[config.mk]
export PLATFORM = sky130hd
export DESIGN_NAME = wb_slow_bridge
export DESIGN_NICKNAME = d
export VERILOG_FILES = /design/src/rtl/wb_bridge_pkg.sv /design/src/rtl/clk_en_gen.sv /design/src/rtl/wb_slow_bridge.sv
export SDC_FILE = /design/constraint.sdc
export NUM_CORES = 1
export LEC_CHECK = 0
export CORE_MARGIN = 2
export CORE_UTILIZATION = 47
export DETAILED_ROUTE_END_ITERATION = 10
export PLACE_DENSITY = 0.95
export SLEW_MARGIN = 30
export SYNTH_ARGS = -nofsm -noshare
export SYNTH_HDL_FRONTEND = slang
export SYNTH_SLANG_ARGS = --single-unit
[constraint.sdc]
create_clock -name wb_clk_i -period 8.35 [get_ports wb_clk_i]
set_clock_uncertainty 0.05 [all_clocks]
set_input_delay 1.2525 -clock wb_clk_i [delete_from_list [all_inputs] [get_ports wb_clk_i]]
set_output_delay 1.2525 -clock wb_clk_i [all_outputs]
set_load 0.02 [all_outputs]
[src/rtl/wb_bridge_pkg.sv]
`default_nettype none
// ============================================================================
//  Package     : wb_bridge_pkg
//  Description : Shared types and constants for the Wishbone slow bridge.
//                - state_e          : bridge FSM state encoding
//                - DEFAULT_ERR_DATA : read data returned when a slot times out
//                - TMO_W            : width of the timeout tick counter
//  Revision    : 1.0 - initial release
// ============================================================================
package wb_bridge_pkg;

    typedef enum logic [1:0] {
        ST_IDLE  = 2'd0,
        ST_ISSUE = 2'd1,
        ST_WAIT  = 2'd2,
        ST_RESP  = 2'd3
    } state_e;

    localparam logic [31:0] DEFAULT_ERR_DATA = 32'hDEAD_BEEF;
    localparam int          TMO_W            = 16;

endpackage : wb_bridge_pkg
`default_nettype wire

[src/rtl/clk_en_gen.sv]
`default_nettype none
// ============================================================================
//  Module      : clk_en_gen
//  Description : Free-running clock-enable generator. Counts 0..DIV-1 and
//                raises tick_o for the single cycle in which the count is
//                DIV-1. Runs continuously, independent of bus activity.
//  Ports       : clk_i  - clock
//                rst_i  - asynchronous active-high reset (count -> 0)
//                tick_o - one-cycle enable, every DIV cycles
//  Revision    : 1.0 - initial release
// ============================================================================
module clk_en_gen #(
    parameter int DIV = 8
) (
    input  logic clk_i,
    input  logic rst_i,
    output logic tick_o
);

    localparam int CNT_W = (DIV > 1) ? $clog2(DIV) : 1;
    localparam logic [CNT_W-1:0] CNT_MAX = CNT_W'(DIV - 1);

    logic [CNT_W-1:0] cnt_q;
    logic [CNT_W-1:0] cnt_d;
    logic             tick;

    assign tick   = (cnt_q == CNT_MAX);
    assign cnt_d  = tick ? '0 : cnt_q + 1'b1;
    assign tick_o = tick;

    always_ff @(posedge clk_i or posedge rst_i) begin
        if (rst_i) begin
            cnt_q <= '0;
        end else begin
            cnt_q <= cnt_d;
        end
    end

endmodule : clk_en_gen
`default_nettype wire

[src/rtl/wb_slow_bridge.sv]
`default_nettype none
// ============================================================================
//  Module      : wb_slow_bridge
//  Description : Wishbone slave stage between the Caravel master and the
//                macro address decoder/mux. A master request is captured,
//                launched downstream on the next divider tick, held until the
//                decoder acks, then answered with a one-cycle ack and the
//                captured read data. Slots that never ack are answered with
//                ERR_DATA after TIMEOUT ticks so the master never stalls.
//  Ports       : wb_clk_i, wb_rst_i         - clock, async active-high reset
//                wbs_cyc/stb/we/sel/adr/dat - master request
//                wbs_ack_o, wbs_dat_o       - master response (registered)
//                d_stb/we/sel/adr/dat_o     - captured request to decoder
//                d_ack_i, d_dat_i           - OR-ed decoder response
//                tmo_o                      - flags a timeout response
//  Revision    : 1.0 - initial release
// ============================================================================
module wb_slow_bridge
    import wb_bridge_pkg::*;
#(
    parameter int          DIV      = 8,
    parameter int          TIMEOUT  = 255,
    parameter logic [31:0] ERR_DATA = DEFAULT_ERR_DATA
) (
    input  logic        wb_clk_i,
    input  logic        wb_rst_i,
    input  logic        wbs_cyc_i,
    input  logic        wbs_stb_i,
    input  logic        wbs_we_i,
    input  logic [3:0]  wbs_sel_i,
    input  logic [31:0] wbs_adr_i,
    input  logic [31:0] wbs_dat_i,
    output logic        wbs_ack_o,
    output logic [31:0] wbs_dat_o,
    output logic        d_stb_o,
    output logic        d_we_o,
    output logic [3:0]  d_sel_o,
    output logic [31:0] d_adr_o,
    output logic [31:0] d_dat_o,
    input  logic        d_ack_i,
    input  logic [31:0] d_dat_i,
    output logic        tmo_o
);

    localparam logic [TMO_W-1:0] TMO_LIMIT = TMO_W'(TIMEOUT);

    state_e             state_q, state_d;
    logic               d_stb_q, d_stb_d;
    logic               d_we_q,  d_we_d;
    logic [3:0]         d_sel_q, d_sel_d;
    logic [31:0]        d_adr_q, d_adr_d;
    logic [31:0]        d_dat_q, d_dat_d;
    logic               ack_q,   ack_d;
    logic [31:0]        rdat_q,  rdat_d;
    logic               tmo_q,   tmo_d;
    logic [TMO_W-1:0]   tcnt_q,  tcnt_d;

    logic               tick;
    logic [TMO_W-1:0]   tcnt_inc;
    logic               tmo_hit;

    clk_en_gen #(
        .DIV    (DIV)
    ) u_clk_en (
        .clk_i  (wb_clk_i),
        .rst_i  (wb_rst_i),
        .tick_o (tick)
    );

    // The tick that brings the count to TIMEOUT is the one that fires the
    // error response; the counter never needs to go past TIMEOUT.
    assign tcnt_inc = tcnt_q + 1'b1;
    assign tmo_hit  = (tcnt_inc == TMO_LIMIT);

    always_comb begin
        state_d = state_q;
        d_stb_d = d_stb_q;
        d_we_d  = d_we_q;
        d_sel_d = d_sel_q;
        d_adr_d = d_adr_q;
        d_dat_d = d_dat_q;
        ack_d   = ack_q;
        rdat_d  = rdat_q;
        tmo_d   = tmo_q;
        tcnt_d  = tcnt_q;

        case (state_q)
            ST_IDLE: begin
                if (wbs_cyc_i && wbs_stb_i) begin
                    d_we_d  = wbs_we_i;
                    d_sel_d = wbs_sel_i;
                    d_adr_d = wbs_adr_i;
                    d_dat_d = wbs_dat_i;
                    state_d = ST_ISSUE;
                end
            end

            ST_ISSUE: begin
                if (!wbs_cyc_i) begin
                    state_d = ST_IDLE;
                end else if (tick) begin
                    // Launch only on a tick so downstream sees DIV-aligned strobes.
                    d_stb_d = 1'b1;
                    tcnt_d  = '0;
                    state_d = ST_WAIT;
                end
            end

            ST_WAIT: begin
                if (!wbs_cyc_i) begin
                    // Master gave up: withdraw silently, no ack.
                    d_stb_d = 1'b0;
                    state_d = ST_IDLE;
                end else if (d_ack_i) begin
                    // A real ack beats a coincident final timeout tick.
                    rdat_d  = d_we_q ? 32'h0 : d_dat_i;
                    d_stb_d = 1'b0;
                    ack_d   = 1'b1;
                    state_d = ST_RESP;
                end else if (tick) begin
                    tcnt_d = tcnt_inc;
                    if (tmo_hit) begin
                        rdat_d  = ERR_DATA;
                        tmo_d   = 1'b1;
                        d_stb_d = 1'b0;
                        ack_d   = 1'b1;
                        state_d = ST_RESP;
                    end
                end
            end

            ST_RESP: begin
                ack_d   = 1'b0;
                tmo_d   = 1'b0;
                rdat_d  = 32'h0;
                state_d = ST_IDLE;
            end

            default: begin
                state_d = ST_IDLE;
            end
        endcase
    end

    always_ff @(posedge wb_clk_i or posedge wb_rst_i) begin
        if (wb_rst_i) begin
            state_q <= ST_IDLE;
            d_stb_q <= 1'b0;
            d_we_q  <= 1'b0;
            d_sel_q <= 4'h0;
            d_adr_q <= 32'h0;
            d_dat_q <= 32'h0;
            ack_q   <= 1'b0;
            rdat_q  <= 32'h0;
            tmo_q   <= 1'b0;
            tcnt_q  <= '0;
        end else begin
            state_q <= state_d;
            d_stb_q <= d_stb_d;
            d_we_q  <= d_we_d;
            d_sel_q <= d_sel_d;
            d_adr_q <= d_adr_d;
            d_dat_q <= d_dat_d;
            ack_q   <= ack_d;
            rdat_q  <= rdat_d;
            tmo_q   <= tmo_d;
            tcnt_q  <= tcnt_d;
        end
    end

    assign wbs_ack_o = ack_q;
    assign wbs_dat_o = rdat_q;
    assign tmo_o     = tmo_q;
    assign d_stb_o   = d_stb_q;
    assign d_we_o    = d_we_q;
    assign d_sel_o   = d_sel_q;
    assign d_adr_o   = d_adr_q;
    assign d_dat_o   = d_dat_q;

endmodule : wb_slow_bridge
`default_nettype wire
==> summary.md, run 1 <==
| Metric | Value |
|---|---|
| Status | finished, final reports clean |
| Synthesis Warnings | 0 |
| Fin Setup TNS | 0 ns |
| Overall power | 2.03 mW |
| Hold Slack | 0.377 ns |
| Final cell count without fillers | 800 |
| Hold_sp | u_clk_en.cnt_q[0]$_DFF_PP0_ |
| Actual slew at the worst max-slew pin | 0.956 ns |
| M1 GR Usage | 28.3% |
| Most Crowded Layer GR | met2 |
| Post-CTS setup buffer count | 0 |
| Final Worst Setup Slack | 4.59 ns |
| Worst EP required | 8.57 ns |
| Root Driver | clkbuf_16 |
| Cells after DPL | 769 |
| Total track usage | 23.6% |
| Antenna fix cells | 0 |
| Share of layout cells above drive strength 1 | 17.8% |
| Final Cycle Share | 45.0% |
| Post-synthesis cell count | 440 |
| CTS tree | yes |
| Max-Cap Viols | 0 |
| Largest net degree at the start of global routing | 69 |
| Post-route DRC | 0 |
| Critical Path AT | 3.98 ns |
| RR Endpoint | wbs_dat_o[1]$_DFFE_PP0P_ |
| Die width | 111 um |
| Final GP Congestion | 0.852 |
| Vias | 4360 |
| M3 GR Usage | 6.67% |
| Reg-to-reg startpoint | tcnt_q[1]$_DFFE_PP0P_ |
| Routed vias/inst | 5.45 |
| Starting density of the core | 47.6% |
| Synthesized area | 0.00539 mm2 |
| Crit. End Element | flip-flop |
| Post-CTS Resized | 0 |
| CORE AREA | 0.0113 mm2 |
| Hold_buf cts | 0 |
| Vias in the first global route | 4528 |
| Syn avg cell area | 12.2 um2 |
| Max stage delay cell, worst path | clkdlybuf4s50_1 |
| Startpoint Class | input pin |
| Post-synth EDFFs | 0 |
| Setup Crit Path Kind | input pin to flip-flop |
| Final wirelength | 14400 um |
| DRT iter0 DRCs | 322 |
| First drt pass iteration count | 7 |
| Min Tclk post-route | 3.76 ns |
| H-tree depth | 4 |
| Antenna viol nets, final | 0 |
| Grt ovf | 0 |
| Clock Tree Buf Depth | 2 |
| First-pass GRT wire length | 23200 um |
| Max incr delay on CP | 0.92 ns |
| Pins Over Slew Limit | 0 |
| Io pins | 210 |
| Wire per inst | 18.0 um |
| Worst Hold Depth | 1 |
| Hold crit path type | flip-flop to flip-flop |
| Filler cells | 719 |
| Initial antenna violation count | 0 |
| Top FF cell, synth | dfrtp_1 |
| Fmax | 266 MHz |
| IO buf count | 209 |
| Distinct cell type count after synthesis | 44 |
| Met2 track demand over resource | 39.3% |
| Clock-pin slew on the worst setup and hold paths | 0.05 ns |
| Crit path buf inv count | 1 |
| Hold path endpoint | u_clk_en.cnt_q[0]$_DFF_PP0_ |
| Area share of the largest cell type after synthesis | 58.0% |
| Synthesis-to-layout area growth | 51.8% |
| Largest cells by area after synthesis | dfrtp_1 58%, mux2_2 14%, a22o_1 5.2% |
| FF+latch count, synth | 125 |
| Top-count cell post-synth | dfrtp_1 |
| Crit path max fanout | 29 |
| Top cell type by total area after synthesis | dfrtp_1 |
| RSZ-0062 raised after global routing | false |
| Synth top cells by count | 125 x dfrtp_1, 69 x mux2_2, 45 x o21ai_0 |
| CTS buffer count | 17 |
| Crit-path cells | clkdlybuf4s50_1, nand2b_1, nor2_1, nand3_1, o41ai_1 |
| Std-Cell Rows | 39 |
| Maximum vdd ir drop | 0.000161 V |
| Post-synth net total | 550 |
| Delay-heaviest family, CP | simple AND/OR/NAND/NOR gates |
| FF-to-FF setup slack | 5.54 ns |
| Asr flop ratio synth | 100% |
| Nets | 755 |
| Die H | 111 um |
| Die area | 0.0123 mm2 |
| Placed wire-length estimate | 9900 um |
| Sink Count | 125 |
| Final hold vios | 0 |
| Register area share after synthesis | 58.0% |
| Static leakage | 3.52 nW |
| Worst skew pair latency | 0.40 ns |
| Power Density | 248 mW/mm2 |
| R2r worst-path depth | 8 |
| Setup WS pre-CTS | 4.28 ns |
| Slew headroom | 36.1% |
| Final Setup Violations | 0 |
-- cells by family after synthesis --
logic type                 count (synthesis)  share of synthesized area (%)
DFF                                      125                           58.0
AOI/OAI and AO/OA                         96                           12.1
and+or+nand+nor                           79                           7.87
muxes                                     70                           14.6
buffers and inverters                     55                           4.62
xor gates and xnor gates                  11                           1.79
adders and majority gates                  4                          0.929
-- layout by cell type, fill, tap and decap left out, types with 10 or more instances in the layout --
cell type	netlist	routed
nand3_1	10	10
nor2_1	19	19
o21ai_0	45	45
inv_1	28	27
dfrtp_1	125	125
nand2_1	21	21
clkdlybuf4s50_1	0	209
clkbuf_16	0	17
a22o_1	32	32
mux2_2	69	69
-- flip-flops by register name, summed over array words and instances (netlist names) --
| signal | cells |
|---|---|
| d_adr_o | 32 |
| d_dat_o | 32 |
| wbs_dat_o | 32 |
| tcnt_q | 16 |
| d_sel_o | 4 |
| u_clk_en.cnt_q | 3 |
| state_q | 2 |
| d_stb_o | 1 |
| d_we_o | 1 |
| tmo_o | 1 |
| wbs_ack_o | 1 |
-- stage by stage --
stage          area [um2]  util [%]
2_1_floorplan        5390         -
3_3_place_gp         7550      66.7
3_5_place_dp         7560      66.8
4_1_cts              8180      72.2
5_1_grt              8180      72.2
6_report             8180      72.2
-- per-layer routing --
layer  wire length (um)  vias to the layer above  part of all wire (%)
met5                  0                        -                     0
met1               5630                     2103                    39
met2               7150                      241                    50
met4                490                        0                   3.4
met3               1110                       38                   7.7
li1                   -                     1978                     -
-- final cells by class --
cell class              count  area [um2]  area share [%]
multi-input cells         260        2020            24.7
clock buffers              17         425            5.20
clock inverters            14         193            2.36
inverters                  28         108            1.32
flip-flops and latches    125        3130            38.2
repair buffers            213        2130            26.0
well taps                 143         179            2.19
-- power by group --
group          total (mW)  switching [mW]  internal, mW
Combinational       0.502           0.226         0.276
Sequential          0.761          0.0611         0.700
Clock               0.768           0.269         0.499
-- worst max-delay path by stage --
stage | startpoint | depth (start not counted) | end | slack, ns
2_1_floorplan | wb_rst_i | 1 | d_adr_o[0]$_DFFE_PP0P_ | 3.72
4_1_cts | d_ack_i | 5 | tcnt_q[7]$_DFFE_PP0P_ | 4.70
5_1_grt | d_ack_i | 5 | tcnt_q[7]$_DFFE_PP0P_ | 4.50
3_3_place_gp | d_ack_i | 5 | tcnt_q[7]$_DFFE_PP0P_ | 4.46
3_5_place_dp | d_ack_i | 5 | tcnt_q[7]$_DFFE_PP0P_ | 4.28
6_report | d_ack_i | 5 | tcnt_q[7]$_DFFE_PP0P_ | 4.59
Power figures use the tool's default switching activity.
==> inputs of run 2 (changes only) <==
--- a/config.mk
+++ b/config.mk
@@ -6,9 +6,9 @@
 export NUM_CORES = 1
 export LEC_CHECK = 0
 export CORE_MARGIN = 2
-export CORE_UTILIZATION = 47
+export CORE_UTILIZATION = 44
 export DETAILED_ROUTE_END_ITERATION = 10
-export PLACE_DENSITY = 0.95
+export PLACE_DENSITY = 0.91
 export SLEW_MARGIN = 30
 export SYNTH_ARGS = -nofsm -noshare
 export SYNTH_HDL_FRONTEND = slang
==> constraint.sdc (replaced) <==
create_clock -name wb_clk_i -period 3.5 [get_ports wb_clk_i]
set_clock_uncertainty 0.05 [all_clocks]
set_input_delay 0.525 -clock wb_clk_i [delete_from_list [all_inputs] [get_ports wb_clk_i]]
set_output_delay 0.525 -clock wb_clk_i [all_outputs]
set_load 0.02 [all_outputs]
==> summary.md, run 2 (synthesized netlist as in run 1, its figures left out) <==
| Metric | Value |
|---|---|
| Startpoint Class | flip-flop |
| Pins Over Slew Limit | 0 (unchanged) |
| Die area | 0.0131 mm2 (+6.6%) |
| RR Endpoint | wbs_dat_o[2]$_DFFE_PP0P_ |
| Status | finished, final reports clean |
| Final Cycle Share | 80.9% |
| IO buf count | 209 (unchanged) |
| Max stage delay cell, worst path | o21a_2 |
| Crit path buf inv count | 0 (-1) |
| Hold path endpoint | u_clk_en.cnt_q[1]$_DFF_PP0_ |
| Final Worst Setup Slack | 0.669 ns (-3.93 ns) |
| Cell area after placement | 0.00758 mm2 (+0.23%) |
| Clock-pin slew on the worst setup and hold paths | 0.06 ns (about the same) |
| Crit path max fanout | 25 (-14%) |
| Min Tclk post-route | 2.83 ns |
| First drt pass iteration count | 5 (-2) |
| CORE AREA | 0.0120 mm2 (+5.7%) |
| Max incr delay on CP | 0.50 ns (-0.42 ns) |
| Area of the multi-input gates | 0.00202 mm2 (unchanged) |
| Initial antenna violation count | 0 (unchanged) |
| Crit. End Element | flip-flop |
| Final GP Congestion | 0.858 (+0.78%) |
| Crit-path cells | ha_1, nand3_2, nor2_1, and4_1, a21oi_2, nor4_4, o21a_2, a22o_1 |
| Hold crit path type | flip-flop to flip-flop |
| Reg-to-reg startpoint | tcnt_q[0]$_DFFE_PP0P_ |
| Worst EP required | 3.79 ns (-4.78 ns) |
| Antenna viol nets, final | 0 (unchanged) |
| Hold_sp | u_clk_en.cnt_q[1]$_DFF_PP0_ |
| Static leakage | 3.50 nW (-0.65%) |
| Final hold vios | 0 (unchanged) |
| Placed wire-length estimate | 9720 um (-1.9%) |
| Commonest non-fill, non-tap cell in the layout | clkdlybuf4s50_1 |
| Share of layout cells above drive strength 1 | 17.3% (-0.48 points) |
| Largest net degree at the start of global routing | 77 (+12%) |
| Post-Layout Inst Area | 0.00815 mm2 (-0.31%) |
| Die H | 115 um (+3.2%) |
| Post-CTS Resized | 0 (unchanged) |
| DRT iter0 DRCs | 336 (+4.3%) |
| Most frequent cells in the layout | 209 x clkdlybuf4s50_1, 125 x dfrtp_1, 69 x mux2_2 |
| Total track usage | 21.4% (-2.3 points) |
| Slew headroom | 43.4% (+7.3 points) |
| Final core utilization | 68.2% (-4.1 points) |
| Hold Slack | 0.418 ns (+0.0416 ns) |
| Actual slew at the worst max-slew pin | 0.847 ns (-0.109 ns) |
| Worst Hold Depth | 1 (unchanged) |
| Setup WS pre-CTS | 0.574 ns (-3.71 ns) |
| FF-to-FF setup slack | 0.67 ns (-4.87 ns) |
| Max-Cap Viols | 0 (unchanged) |
| Vias in the first global route | 4353 (-3.9%) |
| Io pins | 210 (unchanged) |
| CTS tree | yes |
| Post-route DRC | 0 (unchanged) |
| Fin Setup TNS | 0 ns (unchanged) |
| Nets | 757 (+0.26%) |
| Vias | 4281 (-1.8%) |
| Starting density of the core | 45.1% (-2.5 points) |
| Delay-heaviest family, CP | simple AND/OR/NAND/NOR gates |
| Clock Tree Buf Depth | 2 (unchanged) |
| Hold_buf cts | 0 (unchanged) |
| Power Density | 579 mW/mm2 (+130%) |
| Synthesis-to-layout area growth | 51.3% |
| Sink Count | 125 (unchanged) |
| Std-Cell Rows | 40 (+2.6%) |
| Filler cells | 806 (+12%) |
| First-pass GRT wire length | 21600 um (-6.6%) |
| H-tree depth | 4 (unchanged) |
| RSZ-0062 raised after global routing | false |
| Critical Path AT | 3.12 ns (-0.86 ns) |
| Die width | 115 um (+3.2%) |
| Post-CTS setup buffer count | 0 (unchanged) |
| FF/Latch Area | 0.00313 mm2 (unchanged) |
| Worst skew pair latency | 0.41 ns (about the same) |
| Setup Crit Path Kind | flip-flop to flip-flop |
| R2r worst-path depth | 8 (unchanged) |
| Wire per inst | 17.3 um (-4.0%) |
| Final Setup Violations | 0 (unchanged) |
| Grt ovf | 0 (unchanged) |
| Root Driver | clkbuf_16 |
| Maximum vdd ir drop | 0.000407 V (+150%) |
| Fmax | 353 MHz |
| Antenna fix cells | 0 (unchanged) |
| Routed vias/inst | 5.32 (-2.4%) |
| Final wirelength | 13900 um (-3.4%) |
| CTS buffer count | 17 (unchanged) |
## run 2: changes by cell type in the layout (fill, tap and decap cells not counted)
cell / delta
clkinvlp_4: +2
bufinv_16: -1
clkbuf_8: +1
clkbuf_1: +4
buf_4: +1
buf_8: -1
inv_4: -1
inv_6: -2
clkinv_4: -4
buf_6: +2
## run 2: layer usage
| layer | up-vias | wire (um) | GRT usage, % |
|---|---|---|---|
| met5 | - | 0 | 0 |
| met2 | 201 | 7180 | 37.2 |
| met3 | 27 | 1050 | 7.52 |
| li1 | 1959 | - | - |
| met1 | 2094 | 5420 | 24.2 |
| met4 | 0 | 255 | 7.80 |
## run 2: power by group
group | internal, mW | total (mW) | switching, mW
registers | 1.67 | 1.81 | 0.140
logic | 0.660 | 1.19 | 0.533
clock network | 1.12 | 1.71 | 0.589
## run 2: layout make-up
type / count / area share (%)
multi-input combinational: 260 / 24.7
clock buffer: 22 / 5.57
timing repair buffer: 215 / 26.3
tap: 147 / 2.26
sequential: 125 / 38.4
inverter: 28 / 1.33
clock inverter: 8 / 1.44
## run 2: how the worst max path moves through the flow
stage / cells past startpoint / start / endpoint
after global placement: 6 / d_ack_i / tcnt_q[7]$_DFFE_PP0P_
after CTS: 8 / tcnt_q[0]$_DFFE_PP0P_ / wbs_dat_o[2]$_DFFE_PP0P_
final: 8 / tcnt_q[0]$_DFFE_PP0P_ / wbs_dat_o[2]$_DFFE_PP0P_
after detailed placement: 8 / d_ack_i / tcnt_q[8]$_DFFE_PP0P_
after global routing: 8 / tcnt_q[1]$_DFFE_PP0P_ / wbs_dat_o[9]$_DFFE_PP0P_
after floorplan: 9 / tcnt_q[0]$_DFFE_PP0P_ / wbs_dat_o[27]$_DFFE_PP0P_
## run 2: metrics by stage
step,cells,power [mW]
floorplan,440,2.37
global placement,774,2.99
detailed placement,775,3.03
CTS,805,4.77
global route,805,4.92
finish,805,4.72
==> inputs of run 3 (changes only) <==
--- a/config.mk
+++ b/config.mk
@@ -6,9 +6,9 @@
 export NUM_CORES = 1
 export LEC_CHECK = 0
 export CORE_MARGIN = 2
-export CORE_UTILIZATION = 44
+export CORE_UTILIZATION = 40
 export DETAILED_ROUTE_END_ITERATION = 10
-export PLACE_DENSITY = 0.91
+export PLACE_DENSITY = 0.87
 export SLEW_MARGIN = 30
 export SYNTH_ARGS = -nofsm -noshare
 export SYNTH_HDL_FRONTEND = slang
==> constraint.sdc (replaced) <==
create_clock -name wb_clk_i -period 2.5 [get_ports wb_clk_i]
set_clock_uncertainty 0.05 [all_clocks]
set_input_delay 0.375 -clock wb_clk_i [delete_from_list [all_inputs] [get_ports wb_clk_i]]
set_output_delay 0.375 -clock wb_clk_i [all_outputs]
set_load 0.02 [all_outputs]
==> summary.md, run 3 (synthesized netlist as in run 1, its figures left out) <==
| Metric | Value |
|---|---|
| Critical Path AT | 2.87 ns (-0.25 ns) |
| Final Cycle Share | 103% (+22 points) |
| Antenna fix cells | 0 (unchanged) |
| RR Endpoint | wbs_dat_o[11]$_DFFE_PP0P_ |
| DRT iter0 DRCs | 278 (-17%) |
| Clock power frac | 33.8% (-2.5 points) |
| Die H | 120 um (+4.7%) |
| Final cell count without fillers | 848 (+5.3%) |
| Wire per inst | 16.6 um (-3.8%) |
| Io pins | 210 (unchanged) |
| Sequential fraction of design power | 39.5% (+1.1 points) |
| Max incr delay on CP | 0.44 ns (-0.06 ns) |
| Final GP Congestion | 0.795 (-7.3%) |
| Vias in the first global route | 4527 (+4.0%) |
| Final Worst Setup Slack | -0.0711 ns (-0.740 ns) |
| CP Launch Point | tcnt_q[1]$_DFFE_PP0P_ |
| Starting density of the core | 40.9% (-4.2 points) |
| Nets | 771 (+1.8%) |
| CTS tree | yes |
| Worst Hold Depth | 1 (unchanged) |
| Vias | 4343 (+1.4%) |
| Final hold vios | 0 (unchanged) |
| Commonest non-fill, non-tap cell in the layout | clkdlybuf4s50_1 |
| Cells after DPL | 813 (+4.9%) |
| Largest net degree at the start of global routing | 126 (+64%) |
| Filler cells | 967 (+20%) |
| Setup WS pre-CTS | -0.0980 ns (-0.672 ns) |
| Slew headroom | 57.6% (+14 points) |
| Initial antenna violation count | 0 (unchanged) |
| Comb pwr share | 26.7% (+1.4 points) |
| Worst skew pair latency | 0.41 ns (about the same) |
| Setup Crit Path Kind | flip-flop to flip-flop |
| Most frequent cells in the layout | 209 x clkdlybuf4s50_1, 124 x dfrtp_1, 69 x mux2_2 |
| Actual slew at the worst max-slew pin | 0.636 ns (-0.210 ns) |
| Fin Setup TNS | -1.09 ns (-1.09 ns) |
| Routed vias/inst | 5.12 (-3.7%) |
| Hold_sp | u_clk_en.cnt_q[0]$_DFF_PP0_ |
| First-pass GRT wire length | 22300 um (+3.2%) |
| Sink Count | 125 (unchanged) |
| Share of layout cells above drive strength 1 | 19.9% (+2.6 points) |
| Failing checks | setup timing |
| Cell area after placement | 0.00772 mm2 (+1.9%) |
| Power Density | 762 mW/mm2 (+32%) |
| First drt pass iteration count | 4 (-1) |
| CORE AREA | 0.0132 mm2 (+10%) |
| Post-route DRC | 0 (unchanged) |
| Switching share of total power | 27.8% (+1.0 points) |
| Hold_buf cts | 0 (unchanged) |
| Final Setup Violations | 34 (+34) |
| Max-Cap Viols | 0 (unchanged) |
| Total track usage | 19.6% (-1.7 points) |
| Int Power | 4.60 mW (+33%) |
| Hold crit path type | flip-flop to flip-flop |
| Die width | 120 um (+4.7%) |
| Clock Tree Buf Depth | 2 (unchanged) |
| Hold path endpoint | u_clk_en.cnt_q[0]$_DFF_PP0_ |
| CTS buffer count | 17 (unchanged) |
| Antenna viol nets, final | 0 (unchanged) |
| Root Driver | clkbuf_16 |
| RSZ-0062 raised after global routing | true |
| Pins Over Slew Limit | 0 (unchanged) |
| Fmax | 389 MHz (+10%) |
| Grt ovf | 0 (unchanged) |
| Status | complete, but fails checks |
| Startpoint Class | flip-flop |
| Crit-path cells | ha_4, and3_4, nand4_1, mux2i_1, nand3b_1, nor4_4, buf_4, o21a_4, clkbuf_16, a22o_1 |
| Static leakage | 3.58 nW (+2.2%) |
| Min Tclk post-route | 2.57 ns (-0.260 ns) |
| Crit path max fanout | 12 (-52%) |
| Placed wire-length estimate | 9750 um (+0.32%) |
| Area of the multi-input gates | 0.00207 mm2 (+2.6%) |
| Post-Layout Inst Area | 0.00837 mm2 (+2.6%) |
| H-tree depth | 4 (unchanged) |
| Die area | 0.0144 mm2 (+9.6%) |
| Std-Cell Rows | 42 (+5.0%) |
| IO buf count | 209 (unchanged) |
| Crit. End Element | flip-flop |
| FF-to-FF setup slack | -0.07 ns (-0.74 ns) |
| Synthesis-to-layout area growth | 55.2% |
| Max stage delay cell, worst path | dfrtp_2 |
| FF/Latch Area | 0.00313 mm2 (about the same) |
| Final wirelength | 14100 um (+1.3%) |
| R2r worst-path depth | 10 (+2) |
| Clock-pin slew on the worst setup and hold paths | 0.06 ns (about the same) |
| Net Switching | 1.77 mW (+40%) |
| Maximum vdd ir drop | 0.000536 V (+32%) |
| Reg-to-reg startpoint | tcnt_q[1]$_DFFE_PP0P_ |
| Worst EP required | 2.79 ns (-1.00 ns) |
## run 3: cell types whose count changed in the layout (fill, tap and decap cells not counted), moves of 2 or more
cell       change
buf_12         +4
buf_4         +10
buf_6          -2
bufinv_16      -3
clkbuf_8       +2
## run 3: worst max-delay path, delay by kind of cell (launching register included)
family / cells / cell delay (ns)
AND/OR/NAND/NOR: 4 / 0.89
flip-flops: 1 / 0.44
buffers and inverters: 2 / 0.35
AO/OA/AOI/OAI: 2 / 0.29
multiplexers: 1 / 0.29
adder cells (fa/ha/maj): 1 / 0.19
## run 3: worst max path at each step
stage	depth (start not counted)	to	slack [ns]
after CTS	10	wbs_dat_o[1]$_DFFE_PP0P_	0.02
after floorplan	9	wbs_dat_o[27]$_DFFE_PP0P_	0.21
final	10	wbs_dat_o[11]$_DFFE_PP0P_	-0.07
after detailed placement	9	wbs_dat_o[27]$_DFFE_PP0P_	-0.1
after global placement	8	wbs_dat_o[29]$_DFFE_PP0P_	-0.16
after global routing	10	wbs_dat_o[11]$_DFFE_PP0P_	-0.16
## run 3: power by group through the flow
stage               sequential (mW)  combinational, mW  clock [mW]
finish                         2.52               1.70        2.15
global route                   2.55               1.80        2.30
CTS                            2.52               1.72        2.19
detailed placement             2.55               1.72           0
global placement               2.53               1.68           0
floorplan                      2.92              0.401           0
## run 3: through the flow
stage                     power (mW)  utilization [%]  hold WS (ns)
final                           6.37             63.4         0.398
after global routing            6.65             63.4         0.414
after CTS                       6.44             62.8         0.408
after global placement          4.21             58.4         0.363
after floorplan                 3.32                -         0.353
after detailed placement        4.26             58.6         0.400
## run 3: cell type report
type                            count  share of cell area, %
Timing Repair Buffer              229                   27.7
Multi-Input combinational cell    260                   24.7
Inverter                           28                   1.30
Clock inverter                      6                  0.464
Sequential cell                   125                   37.4
Clock buffer                       24                   5.76
Tap cell                          176                   2.63
## run 3: what timing repair did
action	in CTS	in global routing
buffers inserted	1	3
pin swaps	1	5
endpoints found under the setup margin	30	33
resized for setup	4	6
gates cloned	0	1
## run 3: metal layers
layer | vias to the layer above | track usage, % | part of all wire, %
met3 | 33 | 5.09 | 6.9
li1 | 1987 | - | -
met2 | 197 | 34.1 | 52
met5 | - | 0 | 0
met1 | 2126 | 23.2 | 39
met4 | 0 | 7.79 | 2.2
